--- config.mk ---
export PLATFORM = sky130hd
export DESIGN_NAME = data_mem_pipe
export DESIGN_NICKNAME = d
export VERILOG_FILES = /design/src/rtl/data_mem_pipe.sv
export SDC_FILE = /design/constraint.sdc
export NUM_CORES = 1
export LEC_CHECK = 0
export CAP_MARGIN = 40
export CELL_PAD_IN_SITES_DETAIL_PLACEMENT = 1
export CELL_PAD_IN_SITES_GLOBAL_PLACEMENT = 1
export CORE_MARGIN = 2
export CORE_UTILIZATION = 45
export DETAILED_ROUTE_END_ITERATION = 8
export PLACE_DENSITY = 0.75
export SKIP_CTS_REPAIR_TIMING = 1
export SYNTH_ARGS = -nofsm -noshare
export SYNTH_HDL_FRONTEND = slang
export SYNTH_SLANG_ARGS = --single-unit
--- constraint.sdc ---
create_clock -name clk -period 3.59 [get_ports clk]
set_clock_uncertainty 0.1 [all_clocks]
set_input_delay 0.718 -clock clk [delete_from_list [all_inputs] [get_ports clk]]
set_output_delay 0.718 -clock clk [all_outputs]
set_load 0.02 [all_outputs]
--- src/rtl/data_mem_pipe.sv ---
// data_mem_pipe: pipelined data memory for the MEM stage.
// Valid/ready request port, byte-lane write enables, registered read
// latency of 1 or 2 cycles, hardware clear sequencer after reset and
// out-of-range flagging.
// Optional build macro DMEM_PARITY_EN: per-byte even parity with error
// injection (inj_par_err) and a sticky parity error flag (par_err_sticky).
module data_mem_pipe #(
  parameter int DATA_W   = 16,
  parameter int ADDR_W   = 16,
  parameter int DEPTH    = 16,
  parameter int READ_LAT = 1
) (
  input  logic                clk,
  input  logic                rst,
  input  logic                req_valid,
  output logic                req_ready,
  input  logic                req_we,
  input  logic [ADDR_W-1:0]   req_addr,
  input  logic [DATA_W-1:0]   req_wdata,
  input  logic [DATA_W/8-1:0] req_be,
`ifdef DMEM_PARITY_EN
  input  logic                inj_par_err,
  output logic                par_err_sticky,
`endif
  output logic                rsp_valid,
  output logic [DATA_W-1:0]   rsp_rdata,
  output logic                rsp_err,
  output logic                init_done
);

  localparam int NB    = DATA_W / 8;
  localparam int IDX_W = (DEPTH > 1) ? $clog2(DEPTH) : 1;

  // Elaboration-time parameter legality checks
  if ((DATA_W % 8) != 0 || DATA_W < 8) begin : g_bad_data_w
    $fatal(1, "data_mem_pipe: DATA_W must be a non-zero multiple of 8");
  end
  if (DEPTH < 2 || (DEPTH & (DEPTH - 1)) != 0) begin : g_bad_depth
    $fatal(1, "data_mem_pipe: DEPTH must be a power of two >= 2");
  end
  if (READ_LAT != 1 && READ_LAT != 2) begin : g_bad_lat
    $fatal(1, "data_mem_pipe: READ_LAT must be 1 or 2");
  end

  typedef enum logic {S_INIT, S_RUN} state_t;

  state_t             state, state_nxt;
  logic [IDX_W-1:0]   clr_cnt;
  logic [DATA_W-1:0]  mem [DEPTH];

  logic               accept;
  logic               rd_acc;
  logic               in_range;
  logic [ADDR_W-1:0]  addr_hi;
  logic [IDX_W-1:0]   idx;
  logic [DATA_W-1:0]  rd_word;
  logic               par_bad;

  logic               s1_valid;
  logic [DATA_W-1:0]  s1_data;
  logic               s1_err;

  // State register
  always_ff @(posedge clk) begin
    if (rst) state <= S_INIT;
    else     state <= state_nxt;
  end

  // Next state: leave INIT on the edge that clears the last word
  always_comb begin
    state_nxt = state;
    req_ready = 1'b0;
    init_done = 1'b0;
    case (state)
      S_INIT: if (clr_cnt == '1) state_nxt = S_RUN;
      S_RUN: begin
        req_ready = 1'b1;
        init_done = 1'b1;
      end
      default: state_nxt = S_INIT;
    endcase
  end

  // Clear-sequence word counter
  always_ff @(posedge clk) begin
    if (rst)                 clr_cnt <= '0;
    else if (state == S_INIT) clr_cnt <= clr_cnt + 1'b1;
  end

  // Request decode: any set bit above the index field is out of range
  always_comb begin
    accept   = req_valid && req_ready;
    rd_acc   = accept && !req_we;
    addr_hi  = req_addr >> IDX_W;
    in_range = (addr_hi == '0);
    idx      = req_addr[IDX_W-1:0];
    rd_word  = mem[idx];
  end

  // Memory array: clear during INIT, byte-lane writes during RUN
  always_ff @(posedge clk) begin
    if (!rst) begin
      if (state == S_INIT) begin
        mem[clr_cnt] <= '0;
      end else if (accept && req_we && in_range) begin
        for (int unsigned i = 0; i < NB; i++) begin
          if (req_be[i]) mem[idx][8*i +: 8] <= req_wdata[8*i +: 8];
        end
      end
    end
  end

`ifdef DMEM_PARITY_EN
  logic [NB-1:0] par_mem [DEPTH];
  logic [NB-1:0] lane_bad;

  // Parity store: zero data has zero parity; injection inverts written lanes
  always_ff @(posedge clk) begin
    if (!rst) begin
      if (state == S_INIT) begin
        par_mem[clr_cnt] <= '0;
      end else if (accept && req_we && in_range) begin
        for (int unsigned i = 0; i < NB; i++) begin
          if (req_be[i]) par_mem[idx][i] <= (^req_wdata[8*i +: 8]) ^ inj_par_err;
        end
      end
    end
  end

  // Per-lane parity check of the addressed word
  always_comb begin
    lane_bad = '0;
    for (int unsigned i = 0; i < NB; i++) begin
      lane_bad[i] = par_mem[idx][i] ^ (^rd_word[8*i +: 8]);
    end
    par_bad = in_range && (lane_bad != '0);
  end

  // Sticky parity error, cleared only by reset
  always_ff @(posedge clk) begin
    if (rst)                    par_err_sticky <= 1'b0;
    else if (rd_acc && par_bad) par_err_sticky <= 1'b1;
  end
`else
  always_comb par_bad = 1'b0;
`endif

  // First read stage: sample memory at the accept edge
  always_ff @(posedge clk) begin
    if (rst) begin
      s1_valid <= 1'b0;
      s1_data  <= '0;
      s1_err   <= 1'b0;
    end else begin
      s1_valid <= rd_acc;
      s1_data  <= (rd_acc && in_range) ? rd_word : '0;
      s1_err   <= rd_acc && (!in_range || par_bad);
    end
  end

  if (READ_LAT == 2) begin : g_lat2
    logic              s2_valid;
    logic [DATA_W-1:0] s2_data;
    logic              s2_err;

    // Second read stage, flushed by reset
    always_ff @(posedge clk) begin
      if (rst) begin
        s2_valid <= 1'b0;
        s2_data  <= '0;
        s2_err   <= 1'b0;
      end else begin
        s2_valid <= s1_valid;
        s2_data  <= s1_data;
        s2_err   <= s1_err;
      end
    end

    // Response from the second stage
    always_comb begin
      rsp_valid = s2_valid;
      rsp_rdata = s2_data;
      rsp_err   = s2_err;
    end
  end else begin : g_lat1
    // Response straight from the first stage
    always_comb begin
      rsp_valid = s1_valid;
      rsp_rdata = s1_data;
      rsp_err   = s1_err;
    end
  end

endmodule

==> results.toml <==
[clock_network]
path_clk_slew_ns = 0.06
clk_latency_ns = 0.53
cts-htree-levels = 1
clockRootBuffer = "clkbuf_16"
clock_sinks = 279
ctsLongestPathBuffers = 3
numCtsBuffers = 27
cts_tree = "done"

[logic_synthesis]
synth_fa_ha_area_frac = 0.00111
synthXorXnorAreaFrac = 0.00233
synth-simple-area-share = 0.0618
synth_compound_area_frac = 0.0259
ys_ff_latch = 279
synthMuxAreaShare = 0.171
synth_ff_type = "edfxtp_1"
synth_cell_type_count = 34
synth_area_um2 = 11300
synth_sequential_area_ratio = 0.722
synth.area.top_cells = "edfxtp_1, mux4_2, mux2i_1, dfxtp_1, nor2_1"
syn_area_per_cell_um2 = 18.1
yosysTopAreaCell = "edfxtp_1"
ys_warn_count = 0
yosys.area.top_type_share = 0.681
synth_top_family_by_area = "multiplexers"
synth_edf_count = 256
syn_nets = 663
netlist_instances = 624
async_flop_share = 0

[place]
gp_congestion = 0.846
dp_worst_setup_slack_ns = 0.0376
numPlacedInstances = 1024
detailed_place_hpwl_mm = 17.7
port_buffers = 57

[setup_path]
critPathCaptureType = "flip-flop"
rr_endpoint = "mem[8][9]"
crit_top_cell = "buf_4"
critical_path_depth = 7
cpPeakStageDelay_ns = 0.66
crit_chain = "clkdlybuf4s50_1 -> or4_1 -> o41ai_4 -> buf_4 -> nand3_1 -> nor2_1 -> buf_4"
cp.arrival_ns = 3.20
worst_ep_required_time_ns = 3.73
r2r_setup_slack_ns = 0.86
critPathLaunch = "req_addr[13]"
worstRegToRegCells = 6
worstPathMaxFanout = 18
critPathKind = "input pin to flip-flop"
start_kind = "input pin"
cp-endpoint = "mem[8][9]"
r2r-start = "state"
cpLargestDelayFamily = "simple AND/OR/NAND/NOR gates"
cp_slowest_cell = "or4_1"
critPathBufInv = 3

[job]
cap_violations = 0

[hold_path]
worstHoldPathType = "flip-flop to flip-flop"

[floorplanning]
core.rowCount = 57
core_area_um2 = 24500
die_y_um = 162
dieArea_um2 = 26400
die_w_um = 162
initial_core_util = 0.462
io_pins = 58

[sta]
relSlewSlack = 0.505
period_share = 0.853
rsz0062_at_grt = "no"
worst_pin_slew_ns = 0.740
post-route-min-period_ns = 3.06
setup_violations = 0
fmax_mhz = 326
setup_slack_ns = 0.527
drv_slew = 0
tns_ns = 0
final_hold_viol_count = 0

[global_routing]
track_usage = 0.206
antenna_found_initial = 0
use_met1 = 0.287
met3_usage = 0.0244
grt_pass1_wl_mm = 40.8
grt_use_met2 = 0.348
first_global_vias = 6662
grt_start_max_net_pins = 38
top_usage_layer = "met2"
overflow = 0

[final_layout]
utilization = 0.546
drive_above_1_share = 0.232
syn_to_final_growth_pct = 18.3
nNetsFinal = 768
layout_commonest_cell = "edfxtp_1"
diodes = 0
final_cell_mix = "edfxtp_1, mux4_2, buf_4, clkdlybuf4s50_1, mux2i_1"
instances_no_fill = 1071

[route]
postRouteAntennaNets = 0
postRouteWirelength_mm = 26.2
drt-pass1-iter-count = 5
drc = 0
drt_iter0_markers = 501
wl_per_cell_um = 24.5
vias_per_cell = 5.67
vias = 6075

[status]
status = "complete, no violations"

[pwr]
cellPowerDensity_nw_per_um2 = 481
p_leak_uw = 0.00493
ir_drop_uv = 382
cell families after synthesis:
group,after synthesis
adders and majority gates,1
buffers and inverters,43
xor gates and xnor gates,3
and+or+nand+nor,136
AOI/OAI and AO/OA,49
muxes,113
DFF,279
worst register-to-register path, cell delays in order (launching register included):
cell	delay [ns]
dfxtp_1	0.54
nand4b_1	0.31
o41ai_4	0.60
buf_4	0.32
nand3_1	0.10
nor2_1	0.23
buf_4	0.23
routing by layer:
| metal | wire [µm] | vias up |
|---|---|---|
| met4 | 562 | 0 |
| met1 | 11400 | 3211 |
| li1 | - | 2701 |
| met3 | 909 | 39 |
| met2 | 13400 | 124 |
| met5 | 0 | - |
synthesized netlist by cell type, drive strengths merged, types with 2 or more instances:
master / n
nor3: 8
nor2: 48
buf: 15
nand2b: 11
o21ai: 25
or2: 4
nand3: 33
nor2b: 2
clkbuf: 28
xnor2: 2
nor4: 2
and2: 16
o31ai: 6
dfxtp: 23
edfxtp: 256
mux2i: 49
mux4: 64
nand2: 5
o22ai: 16
or4: 4
sequential cells by signal (all words and copies together) (netlist names):
signal and flops:
mem 256, rsp_err 1, clr_cnt 4, state 1
rsp_valid 1, rsp_rdata 16
power by group:
part	internal, µW	switching (µW)
combinational	131	155
clock	1450	1160
sequential	3520	16.3
final cells by class:
type                    instances  area [µm²]
flip-flops and latches        279        8150
fillers                      2225       11100
multi-input cells             302        2970
clock inverters                16         109
clock buffers                  31         691
repair buffers                119        1040
well taps                     324         405
how the worst min path moves through the flow:
stage               startpoint         end  slack (ns)  cells past startpoint
floorplan           clr_cnt[1]  clr_cnt[1]        0.49                      3
global placement         state  clr_cnt[1]        0.54                      2
detailed placement       state       state        0.57                      2
CTS                      state       state        0.59                      2
global route             state  clr_cnt[1]        0.64                      2
finish                   state       state        0.60                      2
stage by stage:
| step | power, µW | hold slack [ns] | cell area (µm²) |
|---|---|---|---|
| after CTS | 6470 | 0.587 | 13400 |
| after global placement | 3880 | 0.536 | 12600 |
| after global routing | 6600 | 0.636 | 13400 |
| after floorplan | 3780 | 0.491 | 11300 |
| final | 6430 | 0.598 | 13400 |
| after detailed placement | 3890 | 0.574 | 12600 |
Power figures use the tool's default switching activity.
